## config.mk

```make
export PLATFORM = sky130hd
export DESIGN_NAME = dac_mkid_4x_tx
export DESIGN_NICKNAME = d
export VERILOG_FILES = /design/src/rtl/dac_mkid_pkg.sv /design/src/rtl/dac_word_fifo.sv /design/src/rtl/dac_mkid_4x_tx.sv
export SDC_FILE = /design/constraint.sdc
export NUM_CORES = 1
export LEC_CHECK = 0
export CORE_MARGIN = 2
export CORE_UTILIZATION = 52
export DETAILED_ROUTE_END_ITERATION = 8
export PLACE_DENSITY_LB_ADDON = 0.15
export SYNTH_ARGS = -nofsm -noshare
export SYNTH_HDL_FRONTEND = slang
export SYNTH_SLANG_ARGS = --single-unit
```

## constraint.sdc

```tcl
create_clock -name dac_clk -period 7.8 [get_ports dac_clk]
set_clock_uncertainty 0.2 [all_clocks]
set_input_delay 1.56 -clock dac_clk [delete_from_list [all_inputs] [get_ports dac_clk]]
set_output_delay 1.56 -clock dac_clk [all_outputs]
set_load 0.03 [all_outputs]
```

## src/rtl/dac_mkid_pkg.sv

```systemverilog
// rtl/dac_mkid_pkg.sv - shared types and helpers for the MKID 4x DAC transmit path
package dac_mkid_pkg;

    localparam int SAMPLE_WIDTH = 12;

    // One demultiplexed word: four I and four Q samples, index 0 transmitted first.
    typedef struct packed {
        logic                             sync;
        logic [3:0][SAMPLE_WIDTH-1:0]     i;
        logic [3:0][SAMPLE_WIDTH-1:0]     q;
    } dac_word_t;

    typedef enum logic [1:0] {
        ST_IDLE  = 2'd0,
        ST_PRIME = 2'd1,
        ST_RUN   = 2'd2
    } tx_state_t;

    // Code the DAC sees as zero amplitude. In offset-binary mode this is also the
    // mask that converts a two's complement sample (flip the MSB only).
    function automatic logic [SAMPLE_WIDTH-1:0] midscale(input logic offset_binary);
        return {offset_binary, {(SAMPLE_WIDTH-1){1'b0}}};
    endfunction

endpackage

```

## src/rtl/dac_word_fifo.sv

```systemverilog
// rtl/dac_word_fifo.sv - synchronous word FIFO with occupancy count
// Ports:
//   clk, rst_n                 clock, asynchronous active-low reset
//   s_tdata/s_tvalid/s_tready  write side; ready depends on count only
//   m_tdata/m_tvalid/m_tready  read side; m_tdata shows the head entry
//   count                      current occupancy, 0..DEPTH
module dac_word_fifo #(
    parameter int WIDTH = 8,
    parameter int DEPTH = 4
) (
    input  logic                     clk,
    input  logic                     rst_n,
    input  logic [WIDTH-1:0]         s_tdata,
    input  logic                     s_tvalid,
    output logic                     s_tready,
    output logic [WIDTH-1:0]         m_tdata,
    output logic                     m_tvalid,
    input  logic                     m_tready,
    output logic [$clog2(DEPTH):0]   count
);

    localparam int AW    = $clog2(DEPTH);
    localparam int CNT_W = AW + 1;

    logic [WIDTH-1:0] mem [DEPTH];
    logic [AW-1:0]    wr_ptr;
    logic [AW-1:0]    rd_ptr;
    logic             push;
    logic             pop;

    // A pop in the same cycle does not free a slot for the push; this keeps
    // ready off the read-side timing path.
    assign s_tready = (count < CNT_W'(DEPTH));
    assign m_tvalid = (count != '0);
    assign m_tdata  = mem[rd_ptr];
    assign push     = s_tvalid & s_tready;
    assign pop      = m_tready & m_tvalid;

    always_ff @(posedge clk) begin
        if (push) begin
            mem[wr_ptr] <= s_tdata;
        end
    end

    // DEPTH is a power of two, so the pointers wrap by overflow.
    always_ff @(posedge clk or negedge rst_n) begin
        if (!rst_n) begin
            wr_ptr <= '0;
            rd_ptr <= '0;
            count  <= '0;
        end else begin
            if (push) begin
                wr_ptr <= wr_ptr + 1'b1;
            end
            if (pop) begin
                rd_ptr <= rd_ptr + 1'b1;
            end
            case ({push, pop})
                2'b10:   count <= count + 1'b1;
                2'b01:   count <= count - 1'b1;
                default: count <= count;
            endcase
        end
    end

endmodule

```

## src/rtl/dac_mkid_4x_tx.sv

```systemverilog
// rtl/dac_mkid_4x_tx.sv - 4x I/Q word buffer and serialiser for the MKID DAC
// Ports:
//   dac_clk, dac_rst_n               clock, asynchronous active-low reset
//   user_data_i0..3, user_data_q0..3 four-way I/Q word, index 0 sent first
//   user_sync, user_valid, user_ready word handshake; sync marks frame sample 0
//   enable                           streaming enable
//   dac_data_i, dac_data_q           registered samples, one pair per clock
//   dac_sync, dac_valid              frame sync on sample 0, real-sample flag
//   underflow, underflow_clr         sticky starvation flag and its clear
//   fifo_level                       buffered word count
module dac_mkid_4x_tx
    import dac_mkid_pkg::*;
#(
    parameter int DATA_WIDTH    = SAMPLE_WIDTH,
    parameter int FIFO_DEPTH    = 4,
    parameter int PRIME_LEVEL   = 2,
    parameter int OFFSET_BINARY = 1
) (
    input  logic                          dac_clk,
    input  logic                          dac_rst_n,
    input  logic [DATA_WIDTH-1:0]         user_data_i0,
    input  logic [DATA_WIDTH-1:0]         user_data_i1,
    input  logic [DATA_WIDTH-1:0]         user_data_i2,
    input  logic [DATA_WIDTH-1:0]         user_data_i3,
    input  logic [DATA_WIDTH-1:0]         user_data_q0,
    input  logic [DATA_WIDTH-1:0]         user_data_q1,
    input  logic [DATA_WIDTH-1:0]         user_data_q2,
    input  logic [DATA_WIDTH-1:0]         user_data_q3,
    input  logic                          user_sync,
    input  logic                          user_valid,
    output logic                          user_ready,
    input  logic                          enable,
    output logic [DATA_WIDTH-1:0]         dac_data_i,
    output logic [DATA_WIDTH-1:0]         dac_data_q,
    output logic                          dac_sync,
    output logic                          dac_valid,
    output logic                          underflow,
    input  logic                          underflow_clr,
    output logic [$clog2(FIFO_DEPTH):0]   fifo_level
);

    localparam int                    LVL_W = $clog2(FIFO_DEPTH) + 1;
    localparam logic                  OB    = (OFFSET_BINARY != 0);
    // Midscale doubles as the output transform mask: XOR flips the MSB only
    // in offset-binary mode and is a pass-through otherwise.
    localparam logic [DATA_WIDTH-1:0] MID   = midscale(OB);

    dac_word_t in_word;
    dac_word_t head_word;
    dac_word_t hold;
    logic      fifo_nonempty;
    logic      pop;

    tx_state_t state;
    tx_state_t state_nxt;
    logic [1:0] phase;
    logic [1:0] phase_nxt;
    logic       underflow_set;
    logic       underflow_pend;

    assign in_word = {user_sync,
                      user_data_i3, user_data_i2, user_data_i1, user_data_i0,
                      user_data_q3, user_data_q2, user_data_q1, user_data_q0};

    dac_word_fifo #(
        .WIDTH ($bits(dac_word_t)),
        .DEPTH (FIFO_DEPTH)
    ) u_fifo (
        .clk      (dac_clk),
        .rst_n    (dac_rst_n),
        .s_tdata  (in_word),
        .s_tvalid (user_valid),
        .s_tready (user_ready),
        .m_tdata  (head_word),
        .m_tvalid (fifo_nonempty),
        .m_tready (pop),
        .count    (fifo_level)
    );

    always_comb begin
        state_nxt     = state;
        phase_nxt     = phase;
        pop           = 1'b0;
        underflow_set = 1'b0;
        case (state)
            ST_IDLE: begin
                if (enable) begin
                    state_nxt = ST_PRIME;
                end
            end
            ST_PRIME: begin
                if (!enable) begin
                    state_nxt = ST_IDLE;
                end else if (fifo_level >= LVL_W'(PRIME_LEVEL)) begin
                    pop       = 1'b1;
                    state_nxt = ST_RUN;
                    phase_nxt = 2'd0;
                end
            end
            ST_RUN: begin
                if (phase != 2'd3) begin
                    phase_nxt = phase + 2'd1;
                end else if (!enable) begin
                    // Word finished; leave the buffered words in place.
                    state_nxt = ST_IDLE;
                    phase_nxt = 2'd0;
                end else if (fifo_nonempty) begin
                    pop       = 1'b1;
                    phase_nxt = 2'd0;
                end else begin
                    underflow_set = 1'b1;
                    state_nxt     = ST_PRIME;
                    phase_nxt     = 2'd0;
                end
            end
            default: begin
                state_nxt = ST_IDLE;
                phase_nxt = 2'd0;
            end
        endcase
    end

    always_ff @(posedge dac_clk or negedge dac_rst_n) begin
        if (!dac_rst_n) begin
            state <= ST_IDLE;
            phase <= 2'd0;
            hold  <= '0;
        end else begin
            state <= state_nxt;
            phase <= phase_nxt;
            if (pop) begin
                hold <= head_word;
            end
        end
    end

    // Output register: samples come from the hold register in RUN, so the word
    // popped on the PRIME->RUN edge appears on the following edge.
    always_ff @(posedge dac_clk or negedge dac_rst_n) begin
        if (!dac_rst_n) begin
            dac_data_i <= MID;
            dac_data_q <= MID;
            dac_sync   <= 1'b0;
            dac_valid  <= 1'b0;
        end else if (state == ST_RUN) begin
            dac_data_i <= hold.i[phase] ^ MID;
            dac_data_q <= hold.q[phase] ^ MID;
            dac_sync   <= hold.sync & (phase == 2'd0);
            dac_valid  <= 1'b1;
        end else begin
            dac_data_i <= MID;
            dac_data_q <= MID;
            dac_sync   <= 1'b0;
            dac_valid  <= 1'b0;
        end
    end

    // The flag is staged one cycle so it rises together with the first
    // midscale output after the starved word, not alongside its last sample.
    // A clear on either cycle wins over the set.
    always_ff @(posedge dac_clk or negedge dac_rst_n) begin
        if (!dac_rst_n) begin
            underflow_pend <= 1'b0;
            underflow      <= 1'b0;
        end else begin
            underflow_pend <= underflow_set & ~underflow_clr;
            if (underflow_clr) begin
                underflow <= 1'b0;
            end else if (underflow_pend) begin
                underflow <= 1'b1;
            end
        end
    end

endmodule

```

# After elaboration in Yosys (flattened, before gate mapping)
# Memories as Yosys holds them, arrays and structs flattened. A register that Yosys moved wholly into a read port is not among the register bits.
# Index checks and enable logic that the tools add are counted.
# classes
add_sub_neg	5
reduce_logical	8
order_cmp	3
mux	34
bitwise	8
n_eq_ne	11
# ops
operator	n
12-bit binary-select mux with 2-bit select	2
12-bit 2-to-1 mux	4
2-bit 2-to-1 mux	9
1-bit 2-to-1 mux	15
2-bit one-hot mux with 3 select lines	2
2-bit inequality test, second input constant	5
2-bit by 1-bit adder with 2-bit output, second input constant	3
3-bit inequality test, second input constant	2
3-bit one-hot mux with 2 select lines	1
1-bit bitwise AND	4
2-bit by 1-bit == test with 1-bit output, second input constant	2
2-bit == test, second input constant	2
2-bit logical NOT	2
1-bit inverter	4
4-bit AND reduction	1
2-bit nonzero test	2
3-bit by 1-bit adder with 3-bit output, second input constant	1
3-bit by 2-bit greater-or-equal comparator with 1-bit output, second input constant	1
2-bit by 3-bit < comparator with 1-bit output, second input constant	1
3-bit < comparator, second input constant	1
3-bit AND reduction	1
3-bit nonzero test	1
3-bit by 1-bit subtractor with 3-bit output, second input constant	1
1-bit one-hot mux with 2 select lines	1
1-bit logical NOT	1
# word_totals
input_bits	102
mem_bits_rw	388
memories	1
regBits	39
output_inout_bits	31
wordCells	81
# mem_list
memory	depth	word_bits	read_ports	rd_ports_with_merged_regs	wr	line_no	source
u_fifo.mem	4	97	1	1	1	dac_word_fifo.sv:25	logic [WIDTH-1:0] mem [DEPTH];

# Depth between registers and ports, before layout
# logic_depth
word_depth	8
depth_mapped	12
ltp_nobuf	10

# Modules after synthesis
# From an unflattened synthesis, not the netlist that was laid out.
# unflattened
cells_unflattened	879
hier_area_um2	19920.4
# modules_own_cells
mod	cells_per_inst	n_inst	area_per_inst_um2	seq_area_each_um2
dac_word_fifo	546	1	14400.1	11826.3
dac_mkid_4x_tx	333	1	5520.3	3230.6

# Least setup slack after synthesis
# No wires, ideal clock.
# synth_path
path_type	input -> register
from	in user_valid
to	mem u_fifo.mem[0][0] (netlist name) (enable)
path_slack_ns	2.952
path_stages	3
setup_ns	0.467
t_required_ns	7.133
path_buffers	1
t_arrival_ns	4.181
path_cell_list	nor2b_1 -> clkbuf_1 -> and2_1
# synth_between
elab_chain_cells	3
# synth_rtl
element	line_no	source
start: declaration	dac_mkid_4x_tx.sv:30	input logic user_valid,
1-bit bitwise AND	dac_word_fifo.sv:36	assign push = s_tvalid & s_tready;
1-bit 2-to-1 mux	dac_word_fifo.sv:40	if (push) begin
1-bit 2-to-1 mux (implied by the code)	dac_word_fifo.sv:41	mem[wr_ptr] <= s_tdata;
end: declaration	dac_word_fifo.sv:25	
# Every way passes these cells.

# Final worst setup path
# layout_path
from	in user_valid
to	mem u_fifo.mem[1][78] (netlist name) (enable)
# Same word-level chain as after synthesis.

==> metrics.cfg <==
[logic_synthesis]
syn_inst=879
async_flop_share=0.2595
synth-main-ff-cell=edfxtp_1
syn-num-nets=993
synth_edf_count=388
synth-seq-cells=524
syn_avg_cell_area_sq_um=23.07
syn-cell-area_sq_um=20280
ys_seq_area_frac=0.7425
synth-warning-count=0
synth.distinct_cells=36

[grt]
grt_pass1_vias=9439
antenna_found_initial=0
grt_pass1_wl_um=59440
grt_use_total=0.1974
grt_overflow=0
grt_max_degree=91

[final_layout]
nets=1146
num_antenna_cells=0
drive_gt1_frac=0.2964
syn2layout_area_growth_pct=16.34
multi_input_area_sq_um=4821
layoutNonFillerInstCount=1591
regArea_sq_um=15070
fillCellCount=2793

[floorplan]
num_io_pins=133
die_h_um=201.5
rows=72
core_area_sq_um=38560
start_util=0.5260
die_w_um=201.5
die-area_sq_um=40590

[placement]
place_ws_ns=3.042
gp_congestion=0.7280
hpwl_um=21720
dp.cells=1496
portBuffers=132

[min_path]
hold_path_class=flip-flop to flip-flop

[clock_tree]
cts_setup_buffers=0
cts.sinks=524
root_buffer=clkbuf_16
clkTransAtPathRegs_ns=0.06
clockBufferDepth=3
cts_tree=yes
clock_latency_ns=0.57
htreeDepth=2
cts_inserted_buffers=52
hold_buffers=0
cts_resized=0

[worst_setup_path]
path_class=input pin to flip-flop
cp_max_fo=67
critPathCaptureType=flip-flop
critPathSlowestCell=and2_4
crit_path_start_kind=input pin
max_stage_delay_ns=0.98
crit_arrival_ns=4.14
crit_path_cell_trace=clkdlybuf4s50_1 -> nor2b_1 -> and2_4 -> buf_4
required_ns=7.81

[timing]
final-max-slew-violation-count=0
setup_viol=0
hold_violations=0
max_freq_ghz=0.2420
tightest_slew_ns=1.136
fin_crit_sh=0.5297
period_needed_ns=4.132
fin_ws_ns=3.668
setup_tns_ns=0
grt_setup_unrepaired=no
slew_headroom=0.2424

[routing]
ant_nets=0
wirelength_um=38980
vias=8845
drcViolationCount=0
drtPass1Iterations=4
drt-initial-drc-count=533
viasPerCell=5.559
wl_per_cell_um=24.50

[power_and_ir_drop]
power.leakage_nw=8.251
ir_drop_mv=0.2040
power_density_nw_per_um2=367.2

[status]
status=completed

[run]
cap_viol_max_count=0

==> layout by cell type (no fill, tap or decap), types with 2 or more instances in the layout <==
| cell type | count |
|---|---|
| a21oi_1 | 2 |
| and2_1 | 23 |
| and2_4 | 4 |
| buf_4 | 10 |
| bufinv_16 | 3 |
| clkbuf_1 | 15 |
| clkbuf_16 | 53 |
| clkbuf_8 | 3 |
| clkdlybuf4s50_1 | 131 |
| clkinv_1 | 8 |
| clkinv_2 | 11 |
| clkinvlp_4 | 2 |
| dfrtp_1 | 130 |
| dfrtp_2 | 2 |
| dfrtp_4 | 2 |
| dfstp_2 | 2 |
| edfxtp_1 | 388 |
| ha_1 | 10 |
| inv_1 | 12 |
| mux2_2 | 2 |
| mux2_4 | 97 |
| mux2i_1 | 2 |
| mux4_2 | 121 |
| nand2_1 | 8 |
| nor2_1 | 5 |
| nor2b_1 | 4 |
| o21ai_0 | 3 |
| xnor2_1 | 3 |
| xor2_1 | 2 |
==> power by group <==
part	internal, mW	switching, mW
sequential	3.63	0.446
combinational	1.31	0.898
clock	1.37	1.00
==> flip-flops by register name, indices dropped and copies added (netlist names) <==
signal / count
dac_valid: 1
underflow_pend: 1
u_fifo.count: 3
u_fifo.rd_ptr: 2
state: 2
phase: 2
u_fifo.wr_ptr: 2
dac_sync: 1
u_fifo.mem: 388
dac_data_i: 12
hold: 97
dac_data_q: 12
underflow: 1
==> metal layers <==
layer,GRT usage,up-vias,wire length [um]
met5,0,-,0
met4,0.05436,0,621
met3,0.03304,53,1646
met2,0.3085,209,18660
met1,0.2930,4730,18060
li1,-,3853,-
==> cell type report <==
class                   count  area share
clock buffers              71     0.06035
clock inverters            24    0.008061
inverters                  12    0.001909
multi-input cells         300      0.2043
flip-flops and latches    524      0.6386
well taps                 518     0.02747
repair buffers            142     0.05924
==> cell usage after synthesis, types with 4 or more instances <==
cell / count / area share
nand2_1: 8 / 0.0015
nor2b_1: 4 / 0.0012
nor2_1: 5 / 0.00093
buf_2: 6 / 0.0015
mux4_2: 121 / 0.13
edfxtp_1: 388 / 0.57
buf_12: 10 / 0.0099
inv_1: 12 / 0.0022
mux2_4: 97 / 0.072
clkbuf_1: 14 / 0.0026
buf_4: 11 / 0.0041
dfrtp_1: 134 / 0.17
and2_1: 27 / 0.0083
ha_1: 11 / 0.0068
==> cells by family (layout without fill, tap and decap cells) <==
group / after synthesis / in the layout / share of synthesized area
XOR/XNOR: 5 / 5 / 0.002160
adder cells (fa/ha/maj): 12 / 12 / 0.007774
AO/OA/AOI/OAI: 10 / 10 / 0.004072
flip-flops: 524 / 524 / 0.7425
buffers and inverters: 55 / 249 / 0.02098
AND/OR/NAND/NOR: 51 / 51 / 0.01425
multiplexers: 222 / 222 / 0.2083
==> worst paths after layout <==
| check | start | end | slack, ns | cells past startpoint |
|---|---|---|---|---|
| max | user_valid | u_fifo.mem[1][78]$_DFFE_PP_ | 3.67 | 4 |
| min | underflow_pend$_DFF_PN0_ | underflow$_DFFE_PN0P_ | 0.28 | 2 |
| min reg2reg | underflow_pend$_DFF_PN0_ | underflow$_DFFE_PN0P_ | 0.28 | 2 |
| max reg2reg | phase[0]$_DFFE_PN0P_ | hold[30]$_DFFE_PN0N_ | 4.44 | 5 |
| min in group asynchronous | dac_rst_n | dac_data_i[9]$_DFF_PN0_ | 0.88 | 1 |
| max in group asynchronous | dac_rst_n | hold[52]$_DFFE_PN0N_ | 5.29 | 2 |
==> stage by stage <==
| stage | hold slack [ns] | instance area (sq um) | power [mW] | util |
|---|---|---|---|---|
| final | 0.2824 | 23590 | 8.664 | 0.6119 |
| after global routing | 0.3015 | 23590 | 9.064 | 0.6119 |
| after floorplan | 0.2415 | 20280 | 5.788 | - |
| after global placement | 0.2559 | 21980 | 6.332 | 0.5700 |
| after detailed placement | 0.2753 | 21980 | 6.374 | 0.5700 |
| after CTS | 0.2885 | 23590 | 8.761 | 0.6119 |
==> worst max-delay path: cells and delay by family <==
family	cells	cell delay [ns]
simple gates	2	1.49
buf+inv	2	1.04
Note: power is estimated with default switching activity, not from simulation.
